--- src/rtl/alu_rs_if.sv ---
// Dispatch, CDB and issue signal bundle for the ALU reservation station.
// master: dispatch/CDB/ALU side; slave: the reservation station.
interface alu_rs_if #(
  parameter int unsigned TAG_W = 6
);
  logic             disp_valid;
  logic             disp_ready;
  logic [3:0]       disp_func;
  logic             disp_opa_rdy;
  logic             disp_opb_rdy;
  logic [TAG_W-1:0] disp_opa_tag;
  logic [TAG_W-1:0] disp_opb_tag;
  logic [31:0]      disp_opa;
  logic [31:0]      disp_opb;
  logic [TAG_W-1:0] disp_dest_tag;
  logic             cdb_valid;
  logic [TAG_W-1:0] cdb_tag;
  logic [31:0]      cdb_value;
  logic             issue_valid;
  logic             issue_ready;
  logic [31:0]      issue_opa;
  logic [31:0]      issue_opb;
  logic [3:0]       issue_func;
  logic [TAG_W-1:0] issue_dest_tag;

  modport master (
    output disp_valid, disp_func, disp_opa_rdy, disp_opb_rdy, disp_opa_tag,
           disp_opb_tag, disp_opa, disp_opb, disp_dest_tag,
           cdb_valid, cdb_tag, cdb_value, issue_ready,
    input  disp_ready, issue_valid, issue_opa, issue_opb, issue_func, issue_dest_tag
  );

  modport slave (
    input  disp_valid, disp_func, disp_opa_rdy, disp_opb_rdy, disp_opa_tag,
           disp_opb_tag, disp_opa, disp_opb, disp_dest_tag,
           cdb_valid, cdb_tag, cdb_value, issue_ready,
    output disp_ready, issue_valid, issue_opa, issue_opb, issue_func, issue_dest_tag
  );
endinterface

--- src/rtl/alu_rs.sv ---
// Reservation station for the integer ALU: buffers ops, wakes operands from the CDB, issues one per cycle.
// Optional macro ALU_RS_OLDEST_FIRST_EN selects the oldest ready entry via an age matrix.
module alu_rs #(
  parameter int unsigned DEPTH = 8,
  parameter int unsigned TAG_W = 6
) (
  input  logic                   clock,
  input  logic                   reset_n,
  input  logic                   flush,
  output logic [$clog2(DEPTH):0] free_count,
  alu_rs_if.slave                rs
);
  localparam int unsigned IDX_W = $clog2(DEPTH);
  localparam int unsigned CNT_W = IDX_W + 1;

  typedef struct packed {
    logic             valid;
    logic [3:0]       func;
    logic [TAG_W-1:0] dest;
    logic             a_rdy;
    logic [TAG_W-1:0] a_tag;
    logic [31:0]      a_val;
    logic             b_rdy;
    logic [TAG_W-1:0] b_tag;
    logic [31:0]      b_val;
  } entry_t;

  entry_t             ent_q [DEPTH];
  entry_t             ent_d [DEPTH];
  logic               lock_q, lock_d;
  logic [IDX_W-1:0]   lock_idx_q, lock_idx_d;

  logic [CNT_W-1:0]   free_cnt;
  logic [IDX_W-1:0]   free_idx;
  logic [DEPTH-1:0]   cand;
  logic               pick_found;
  logic [IDX_W-1:0]   pick_idx;
  logic [IDX_W-1:0]   sel_idx;
  logic               sel_vld;
  logic               issue_fire;
  logic               disp_fire;

  always_comb begin
    free_cnt = '0;
    free_idx = '0;
    cand     = '0;
    for (int unsigned k = 0; k < DEPTH; k++) begin
      if (!ent_q[DEPTH-1-k].valid) free_idx = IDX_W'(DEPTH-1-k);
      if (!ent_q[k].valid) free_cnt = free_cnt + CNT_W'(1);
      cand[k] = ent_q[k].valid & ent_q[k].a_rdy & ent_q[k].b_rdy;
    end
  end

`ifdef ALU_RS_OLDEST_FIRST_EN
  // age_q[j][i] set means entry j was dispatched before entry i
  logic [DEPTH-1:0] age_q [DEPTH];
  logic [DEPTH-1:0] age_d [DEPTH];
  logic             older;

  always_comb begin
    pick_found = 1'b0;
    pick_idx   = '0;
    older      = 1'b0;
    for (int unsigned i = 0; i < DEPTH; i++) begin
      older = 1'b0;
      for (int unsigned j = 0; j < DEPTH; j++)
        if (j != i && cand[j] && age_q[j][i]) older = 1'b1;
      if (cand[i] && !older) begin
        pick_found = 1'b1;
        pick_idx   = IDX_W'(i);
      end
    end
  end

  always_comb begin
    age_d = age_q;
    if (disp_fire) begin
      for (int unsigned j = 0; j < DEPTH; j++) begin
        age_d[free_idx][j] = 1'b0;
        if (IDX_W'(j) != free_idx) age_d[j][free_idx] = 1'b1;
      end
    end
  end

  always_ff @(posedge clock or negedge reset_n) begin
    if (!reset_n) begin
      for (int unsigned i = 0; i < DEPTH; i++) age_q[i] <= '0;
    end else begin
      age_q <= age_d;
    end
  end
`else
  always_comb begin
    pick_found = 1'b0;
    pick_idx   = '0;
    for (int unsigned k = 0; k < DEPTH; k++) begin
      if (cand[DEPTH-1-k]) begin
        pick_found = 1'b1;
        pick_idx   = IDX_W'(DEPTH-1-k);
      end
    end
  end
`endif

  assign sel_idx    = lock_q ? lock_idx_q : pick_idx;
  assign sel_vld    = lock_q | pick_found;
  assign free_count = free_cnt;

  assign rs.disp_ready     = (free_cnt != '0);
  assign rs.issue_valid    = sel_vld & ~flush;
  assign rs.issue_opa      = rs.issue_valid ? ent_q[sel_idx].a_val : '0;
  assign rs.issue_opb      = rs.issue_valid ? ent_q[sel_idx].b_val : '0;
  assign rs.issue_func     = rs.issue_valid ? ent_q[sel_idx].func  : '0;
  assign rs.issue_dest_tag = rs.issue_valid ? ent_q[sel_idx].dest  : '0;

  assign issue_fire = rs.issue_valid & rs.issue_ready;
  assign disp_fire  = rs.disp_valid & rs.disp_ready & ~flush;

  // Dispatch targets a slot that is invalid in registered state, so it never overlaps the issuing entry
  always_comb begin
    ent_d      = ent_q;
    lock_d     = rs.issue_valid & ~rs.issue_ready;
    lock_idx_d = sel_idx;
    for (int unsigned i = 0; i < DEPTH; i++) begin
      if (rs.cdb_valid && ent_q[i].valid) begin
        if (!ent_q[i].a_rdy && ent_q[i].a_tag == rs.cdb_tag) begin
          ent_d[i].a_rdy = 1'b1;
          ent_d[i].a_val = rs.cdb_value;
        end
        if (!ent_q[i].b_rdy && ent_q[i].b_tag == rs.cdb_tag) begin
          ent_d[i].b_rdy = 1'b1;
          ent_d[i].b_val = rs.cdb_value;
        end
      end
      if (issue_fire && IDX_W'(i) == sel_idx) ent_d[i].valid = 1'b0;
      if (disp_fire && IDX_W'(i) == free_idx) begin
        ent_d[i].valid = 1'b1;
        ent_d[i].func  = rs.disp_func;
        ent_d[i].dest  = rs.disp_dest_tag;
        ent_d[i].a_tag = rs.disp_opa_tag;
        ent_d[i].b_tag = rs.disp_opb_tag;
        ent_d[i].a_rdy = rs.disp_opa_rdy |
                         (rs.cdb_valid && rs.disp_opa_tag == rs.cdb_tag);
        ent_d[i].a_val = rs.disp_opa_rdy ? rs.disp_opa : rs.cdb_value;
        ent_d[i].b_rdy = rs.disp_opb_rdy |
                         (rs.cdb_valid && rs.disp_opb_tag == rs.cdb_tag);
        ent_d[i].b_val = rs.disp_opb_rdy ? rs.disp_opb : rs.cdb_value;
      end
      if (flush) ent_d[i].valid = 1'b0;
    end
  end

  always_ff @(posedge clock or negedge reset_n) begin
    if (!reset_n) begin
      for (int unsigned i = 0; i < DEPTH; i++) ent_q[i] <= '0;
      lock_q     <= 1'b0;
      lock_idx_q <= '0;
    end else begin
      ent_q      <= ent_d;
      lock_q     <= lock_d;
      lock_idx_q <= lock_idx_d;
    end
  end
endmodule

--- src/flat_wrapper.sv ---
// flat-port wrapper written by rule: the top's interface ports become plain ports
module alu_rs_flat 
#(
  parameter int unsigned DEPTH = 8,
  parameter int unsigned TAG_W = 6
)
  (clock, reset_n, flush, free_count, rs_disp_valid, rs_disp_func, rs_disp_opa_rdy, rs_disp_opb_rdy, rs_disp_opa_tag, rs_disp_opb_tag, rs_disp_opa, rs_disp_opb, rs_disp_dest_tag, rs_cdb_valid, rs_cdb_tag, rs_cdb_value, rs_issue_ready, rs_disp_ready, rs_issue_valid, rs_issue_opa, rs_issue_opb, rs_issue_func, rs_issue_dest_tag);
  alu_rs_if #(.TAG_W(TAG_W)) rs_i ();
  input  logic clock;
  input  logic reset_n;
  input  logic flush;
  output logic [$clog2(DEPTH):0] free_count;
  input wire logic [$bits(rs_i.disp_valid)-1:0] rs_disp_valid;
  input wire logic [$bits(rs_i.disp_func)-1:0] rs_disp_func;
  input wire logic [$bits(rs_i.disp_opa_rdy)-1:0] rs_disp_opa_rdy;
  input wire logic [$bits(rs_i.disp_opb_rdy)-1:0] rs_disp_opb_rdy;
  input wire logic [$bits(rs_i.disp_opa_tag)-1:0] rs_disp_opa_tag;
  input wire logic [$bits(rs_i.disp_opb_tag)-1:0] rs_disp_opb_tag;
  input wire logic [$bits(rs_i.disp_opa)-1:0] rs_disp_opa;
  input wire logic [$bits(rs_i.disp_opb)-1:0] rs_disp_opb;
  input wire logic [$bits(rs_i.disp_dest_tag)-1:0] rs_disp_dest_tag;
  input wire logic [$bits(rs_i.cdb_valid)-1:0] rs_cdb_valid;
  input wire logic [$bits(rs_i.cdb_tag)-1:0] rs_cdb_tag;
  input wire logic [$bits(rs_i.cdb_value)-1:0] rs_cdb_value;
  input wire logic [$bits(rs_i.issue_ready)-1:0] rs_issue_ready;
  output wire logic [$bits(rs_i.disp_ready)-1:0] rs_disp_ready;
  output wire logic [$bits(rs_i.issue_valid)-1:0] rs_issue_valid;
  output wire logic [$bits(rs_i.issue_opa)-1:0] rs_issue_opa;
  output wire logic [$bits(rs_i.issue_opb)-1:0] rs_issue_opb;
  output wire logic [$bits(rs_i.issue_func)-1:0] rs_issue_func;
  output wire logic [$bits(rs_i.issue_dest_tag)-1:0] rs_issue_dest_tag;
  assign rs_i.disp_valid = rs_disp_valid;
  assign rs_i.disp_func = rs_disp_func;
  assign rs_i.disp_opa_rdy = rs_disp_opa_rdy;
  assign rs_i.disp_opb_rdy = rs_disp_opb_rdy;
  assign rs_i.disp_opa_tag = rs_disp_opa_tag;
  assign rs_i.disp_opb_tag = rs_disp_opb_tag;
  assign rs_i.disp_opa = rs_disp_opa;
  assign rs_i.disp_opb = rs_disp_opb;
  assign rs_i.disp_dest_tag = rs_disp_dest_tag;
  assign rs_i.cdb_valid = rs_cdb_valid;
  assign rs_i.cdb_tag = rs_cdb_tag;
  assign rs_i.cdb_value = rs_cdb_value;
  assign rs_i.issue_ready = rs_issue_ready;
  assign rs_disp_ready = rs_i.disp_ready;
  assign rs_issue_valid = rs_i.issue_valid;
  assign rs_issue_opa = rs_i.issue_opa;
  assign rs_issue_opb = rs_i.issue_opb;
  assign rs_issue_func = rs_i.issue_func;
  assign rs_issue_dest_tag = rs_i.issue_dest_tag;
  alu_rs #(.DEPTH(DEPTH), .TAG_W(TAG_W)) u_core (.clock(clock), .reset_n(reset_n), .flush(flush), .free_count(free_count), .rs(rs_i));
endmodule
--- config.mk ---
export PLATFORM = sky130hd
export DESIGN_NAME = alu_rs_flat
export DESIGN_NICKNAME = d
export VERILOG_FILES = /design/src/rtl/alu_rs_if.sv /design/src/rtl/alu_rs.sv /design/src/flat_wrapper.sv
export SDC_FILE = /design/constraint.sdc
export NUM_CORES = 2
export LEC_CHECK = 0
export CAP_MARGIN = 40
export CORE_MARGIN = 4
export CORE_UTILIZATION = 43
export CTS_BUF_LIST = sky130_fd_sc_hd__clkbuf_16
export DETAILED_ROUTE_END_ITERATION = 8
export GPL_TIMING_DRIVEN = 0
export MAX_ROUTING_LAYER = met4
export PLACE_DENSITY = 0.58
export SYNTH_ARGS = -nofsm -noshare
export SYNTH_HDL_FRONTEND = slang
export SYNTH_SLANG_ARGS = --single-unit
--- constraint.sdc ---
create_clock -name clock -period 7.84 [get_ports clock]
set_input_delay 1.568 -clock clock [delete_from_list [all_inputs] [get_ports clock]]
set_output_delay 1.568 -clock clock [all_outputs]
set_load 0.05 [all_outputs]
* Word level (Yosys, flattened, before mapping) *
Index checks and enable logic that the tools add are counted.

operators by class
  $add $sub $neg = 7
  magnitude comparators = 1
  equality and inequality tests = 32
  muxes and demuxes = 122
  bitwise operators = 27
  reductions and logical operators = 109

operators by type and width
  cell                 count
  $mux 32              28
  $mux 89              8
  $bmux 89 s3          1
  $mux 33              8
  $mux 88              2
  $eq 6x6->1           18
  $mux 3               17
  $mux 1               49
  $reduce_bool 2->1    24
  $logic_and 1x1->1    42
  $mux 4               8
  $reduce_and 2->1     16
  $add 4x1->4 const B  6
  $eq 3x3->1 const A   8
  $reduce_bool 3->1    8
  $and 1x1->1          21
  $logic_not 1->1      16
  $eq 2x3->1 const A   4
  $eq 1x3->1 const A   2
  $logic_not 3->1      2
  $mux 6               1
  $ge 4x4->1 const B   1
  $not 3->4            1
  $reduce_bool 4->1    1
  other kinds (3)      6

word-level totals
  flip-flop bits (word level) = 716
  input bits = 132
  word-level logic and storage cells = 372

* Depth between registers and ports, before layout *
  word-level depth = 21
  depth in mapped cells = 27
  mapped depth without buffers = 24

* Least setup slack after synthesis *
No wires, ideal clock.

  path kind = flip-flop to output port
  start = register u_core.ent_q[622] (netlist bit)
  end = output rs_disp_ready
  arrival time = 4.839 ns
  data required time = 6.272 ns
  setup slack = 1.433 ns
  stages on the path, launching flop included = 24
  buffers on the path = 1
  cells stage by stage = dfrtp_1 -> inv_1 -> ha_1 -> buf_4 -> xor2_4 -> inv_2 -> xnor2_1 -> ha_1 -> xor2_1 -> o21a_1 -> a211oi_1 -> nand2_1 -> and2_1 -> ha_1 -> nor2_1 -> nand3b_1 -> inv_1 -> ha_1 -> nor3_1 -> a32oi_1 -> a32oi_1 -> a31oi_4 -> nor2_2 -> nor2_1

on the way
  word-level cells in the longest chain between the ends = 14

RTL lines
  what                    RTL line            RTL
  from (decl)             alu_rs.sv:28        entry_t ent_q [DEPTH];
  from (signal assigned)  alu_rs.sv:159       ent_q <= ent_d;
  $mux 4 (*)              alu_rs.sv:49        if (!ent_q[k].valid) free_cnt = free_cnt + CNT_W'(1);
  $add 4x1->4             alu_rs.sv:49
  $mux 4 (*)              alu_rs.sv:49
  $add 4x1->4             alu_rs.sv:49
  $mux 4 (*)              alu_rs.sv:49
  $add 4x1->4             alu_rs.sv:49
  $mux 4 (*)              alu_rs.sv:49
  $add 4x1->4             alu_rs.sv:49
  $mux 4 (*)              alu_rs.sv:49
  $add 4x1->4             alu_rs.sv:49
  $mux 4 (*)              alu_rs.sv:49
  $add 4x1->4             alu_rs.sv:49
  $mux 4 (*)              alu_rs.sv:49
  $reduce_bool 4->1 (*)   alu_rs.sv:109       assign rs.disp_ready = (free_cnt != '0);
  to (decl)               flat_wrapper.sv:26  output wire logic [$bits(rs_i.disp_ready)-1:0] rs_disp_ready;

Mark *: on every way between the ends. The rest lies on a longest branch, timed or not.

* Worst setup path in the final report *
  start = register u_core.ent_q[266] (netlist bit)
  end = output rs_issue_opb[0]

on the way
  word-level cells in the longest chain between the ends = 14

RTL lines
  what                             RTL line            RTL
  $and 1x1->1 (*) (2 in a row)     alu_rs.sv:50        cand[k] = ent_q[k].valid & ent_q[k].a_rdy & ent_q[k].b_rdy;
  $mux 3 (6 in a row)              alu_rs.sv:97        if (cand[DEPTH-1-k]) begin
  $mux 3                           alu_rs.sv:105       assign sel_idx = lock_q ? lock_idx_q : pick_idx;
  $not 3->4 (not written as such)  alu_rs.sv:112       assign rs.issue_opb = rs.issue_valid ? ent_q[sel_idx].b_val : '0;
  $bmux 89 s3                      alu_rs.sv:112
  $mux 88 (2 in a row)             -
  $mux 32 (*)                      alu_rs.sv:112
  to (decl)                        flat_wrapper.sv:29  output wire logic [$bits(rs_i.issue_opb)-1:0] rs_issue_opb;

Mark *: on every way between the ends. The rest lies on a longest branch, timed or not. The select of a mux whose other input is x is not followed.

==> flow_summary.toml <==
[final_layout]
multiInputGateArea_um2 = 20000
n_fill_cell = 8212
stdcell_count = 5233
final_area_um2 = 47100
final_common_cell = "mux2i_1"
final_nets = 4132
drive_above_1_share_pct = 14.3
final_util_pct = 52.0
regArea_um2 = 17900
syn2layout_area_growth_pct = 19.1
layout_common_cells = "mux2i_1, dfrtp_1, nand2_1"

[global_routing]
grt_antenna_before_repair = 6
grt_pass1_wl_um = 226000
grt_use_total_pct = 32.7
grt_overflow = 0
grt_pass1_vias = 31500
grt_max_degree = 117

[placement]
place_area_um2 = 44300
post-place-cells = 5080
port_buffers = 158
gp_congestion = 0.931
dp_hpwl_um = 113000

[cts]
clkSinkCount = 716
cts_htree_levels = 3
cts_tree = "yes"
insertion_delay_ns = 0.67
cts.root.buffer_cell = "clkbuf_16"
numCtsBuffers = 84
path_clk_slew_ns = 0.06
clock_path_buffers = 3

[run_status]
status = "completed"

[worst_hold_path]
hp-class = "register to register"

[route]
wl_per_cell_um = 30.1
drc = 0
antenna_left = 0
vias_per_cell = 6.02
drt-total-wl_um = 157000
dr.pass1.iters = 5
drt-initial-drc-count = 3254
vias = 31500

[sta]
fmax_mhz = 129
period_share_pct = 99.2
hold_viol_final = 0
finalCriticalPeriod_ns = 7.78
skew_ns = 0.0279
tightestPinTransition_ns = 0.978
setup_viol = 0
slew_violations = 0
relSlewSlack_pct = 34.8
holdWs_ns = 0.486

[yosys]
synth_area_per_cell_um2 = 10.9
yosysWarnings = 0
ys_seq_area_share_pct = 45.3
netlist_area_um2 = 39500
syn_nets = 3751
synth-edff-count = 0
async_flop_share_pct = 100
synthFlopType = "dfrtp_1"
synth_cells = 3611
ys_types = 60
ys_ff_latch = 716

[power]
power_density_nw_per_um2 = 269
p_leak_uw = 0.0243
ir_worst_vdd_mv = 0.340

[floorplanning]
die_h_um = 311
die_area_um2 = 96900
io_pins = 212
core-area_um2 = 90600
initial_utilization_pct = 43.7
fp-row-count = 110
die_w_um = 311

[setup_path]
crit_type = "register to output port"
path_max_fanout = 10
worstPathArrival_ns = 6.21
worstPathRequired_ns = 6.27
r2r_setup_slack_ns = 0.85
crit_path_end_kind = "output port"
worstSetupStartpointType = "register"

[flow_run]
cap_violations = 0
==> worst max-delay path: stages, from the launching register on <==
cell	delay (ns)
dfrtp_1	0.32
clkbuf_1	0.50
nand3_1	0.33
o21ai_0	0.18
a32oi_1	0.07
o21ai_0	0.24
a22oi_1	0.20
inv_1	0.11
buf_2	0.51
buf_2	0.57
clkbuf_1	0.45
clkbuf_1	0.68
nand3_1	0.20
nand3_1	0.20
a21oi_1	0.18
clkdlybuf4s50_1	0.78
==> logic make-up after synthesis <==
| kind of cell | count (synthesis) | synth area share [%] |
|---|---|---|
| mux | 1218 | 32.6 |
| xor+xnor | 125 | 2.95 |
| buf+inv | 357 | 4.21 |
| fa+ha+maj | 8 | 0.253 |
| flops | 716 | 45.3 |
| compound gates | 249 | 4.05 |
| simple gates | 938 | 10.6 |
==> cell usage after synthesis (35+ instances only) <==
| library cell | count | share of area (%) |
|---|---|---|
| dfrtp_1 | 716 | 45 |
| mux2_1 | 35 | 1.0 |
| nor3_1 | 41 | 0.52 |
| mux2_2 | 173 | 4.9 |
| buf_4 | 51 | 0.97 |
| nand3_1 | 250 | 3.2 |
| a21oi_1 | 111 | 1.4 |
| nand2_1 | 489 | 4.6 |
| xor2_1 | 74 | 1.6 |
| mux2i_1 | 976 | 25 |
| xnor2_1 | 45 | 1.0 |
| clkbuf_1 | 199 | 1.9 |
| nor2_1 | 46 | 0.44 |
| a31oi_1 | 37 | 0.59 |
| buf_1 | 55 | 0.52 |
==> layer usage <==
layer | wire length (µm) | track usage (%) | up-vias | part of all wire, %
li1 | - | - | 13600 | -
met4 | 7360 | 14.1 | 0 | 4.7
met1 | 66500 | 42.6 | 16100 | 42
met2 | 71400 | 49.8 | 1442 | 45
met3 | 12100 | 6.45 | 361 | 7.7
met5 | 0 | - | - | 0
==> layout make-up <==
type | instances | area share, %
Multi-Input combinational cell | 2538 | 42.4
Sequential cell | 716 | 38.1
Timing Repair Buffer | 295 | 7.12
Clock buffer | 84 | 4.46
Buffer | 342 | 3.42
Tap cell | 1176 | 3.13
Clock inverter | 59 | 1.23
Inverter | 15 | 0.120
Antenna cell | 8 | 0.0425
==> worst paths after layout <==
check                                  start                 to  depth (start not counted)
max in group asynchronous            reset_n   u_core.ent_q[51]                          3
min reg2reg                u_core.ent_q[614]  u_core.ent_q[614]                          1
min                        u_core.ent_q[614]  u_core.ent_q[614]                          1
max                        u_core.ent_q[266]    rs_issue_opb[0]                         15
max reg2reg                u_core.ent_q[622]   u_core.ent_q[10]                         27
min in group asynchronous            reset_n  u_core.ent_q[165]                          1
==> repair_timing <==
action / 4_1_cts / 5_1_grt
hold endpoints to repair: 0 / 0
buffers inserted: 0 / 2
endpoints found under the setup margin: 1 / 4
gates resized for setup: 1 / 8
hold buffers: 0 / 0
==> state kept, by name (all words and copies together), names as in the netlist <==
name and cells:
u_core.ent_q 712, u_core.lock_idx_q 3, u_core.lock_q 1
==> stage by stage <==
stage               worst slack, ns  TNS (ns)  total power (µW)
CTS                          0.0230         0             12600
detailed placement            0.473         0              8670
floorplan                      1.43         0              7450
finish                       0.0594         0             12700
global placement             -29.33         -              8580
global route                -0.0119   -0.0119             13200
==> report_power, final <==
part | internal [µW] | switching [µW]
logic | 1600 | 2350
registers | 4390 | 391
clock network | 2250 | 1700
total | 8230 | 4450
No activity file was read; power rests on OpenSTA's default activity.
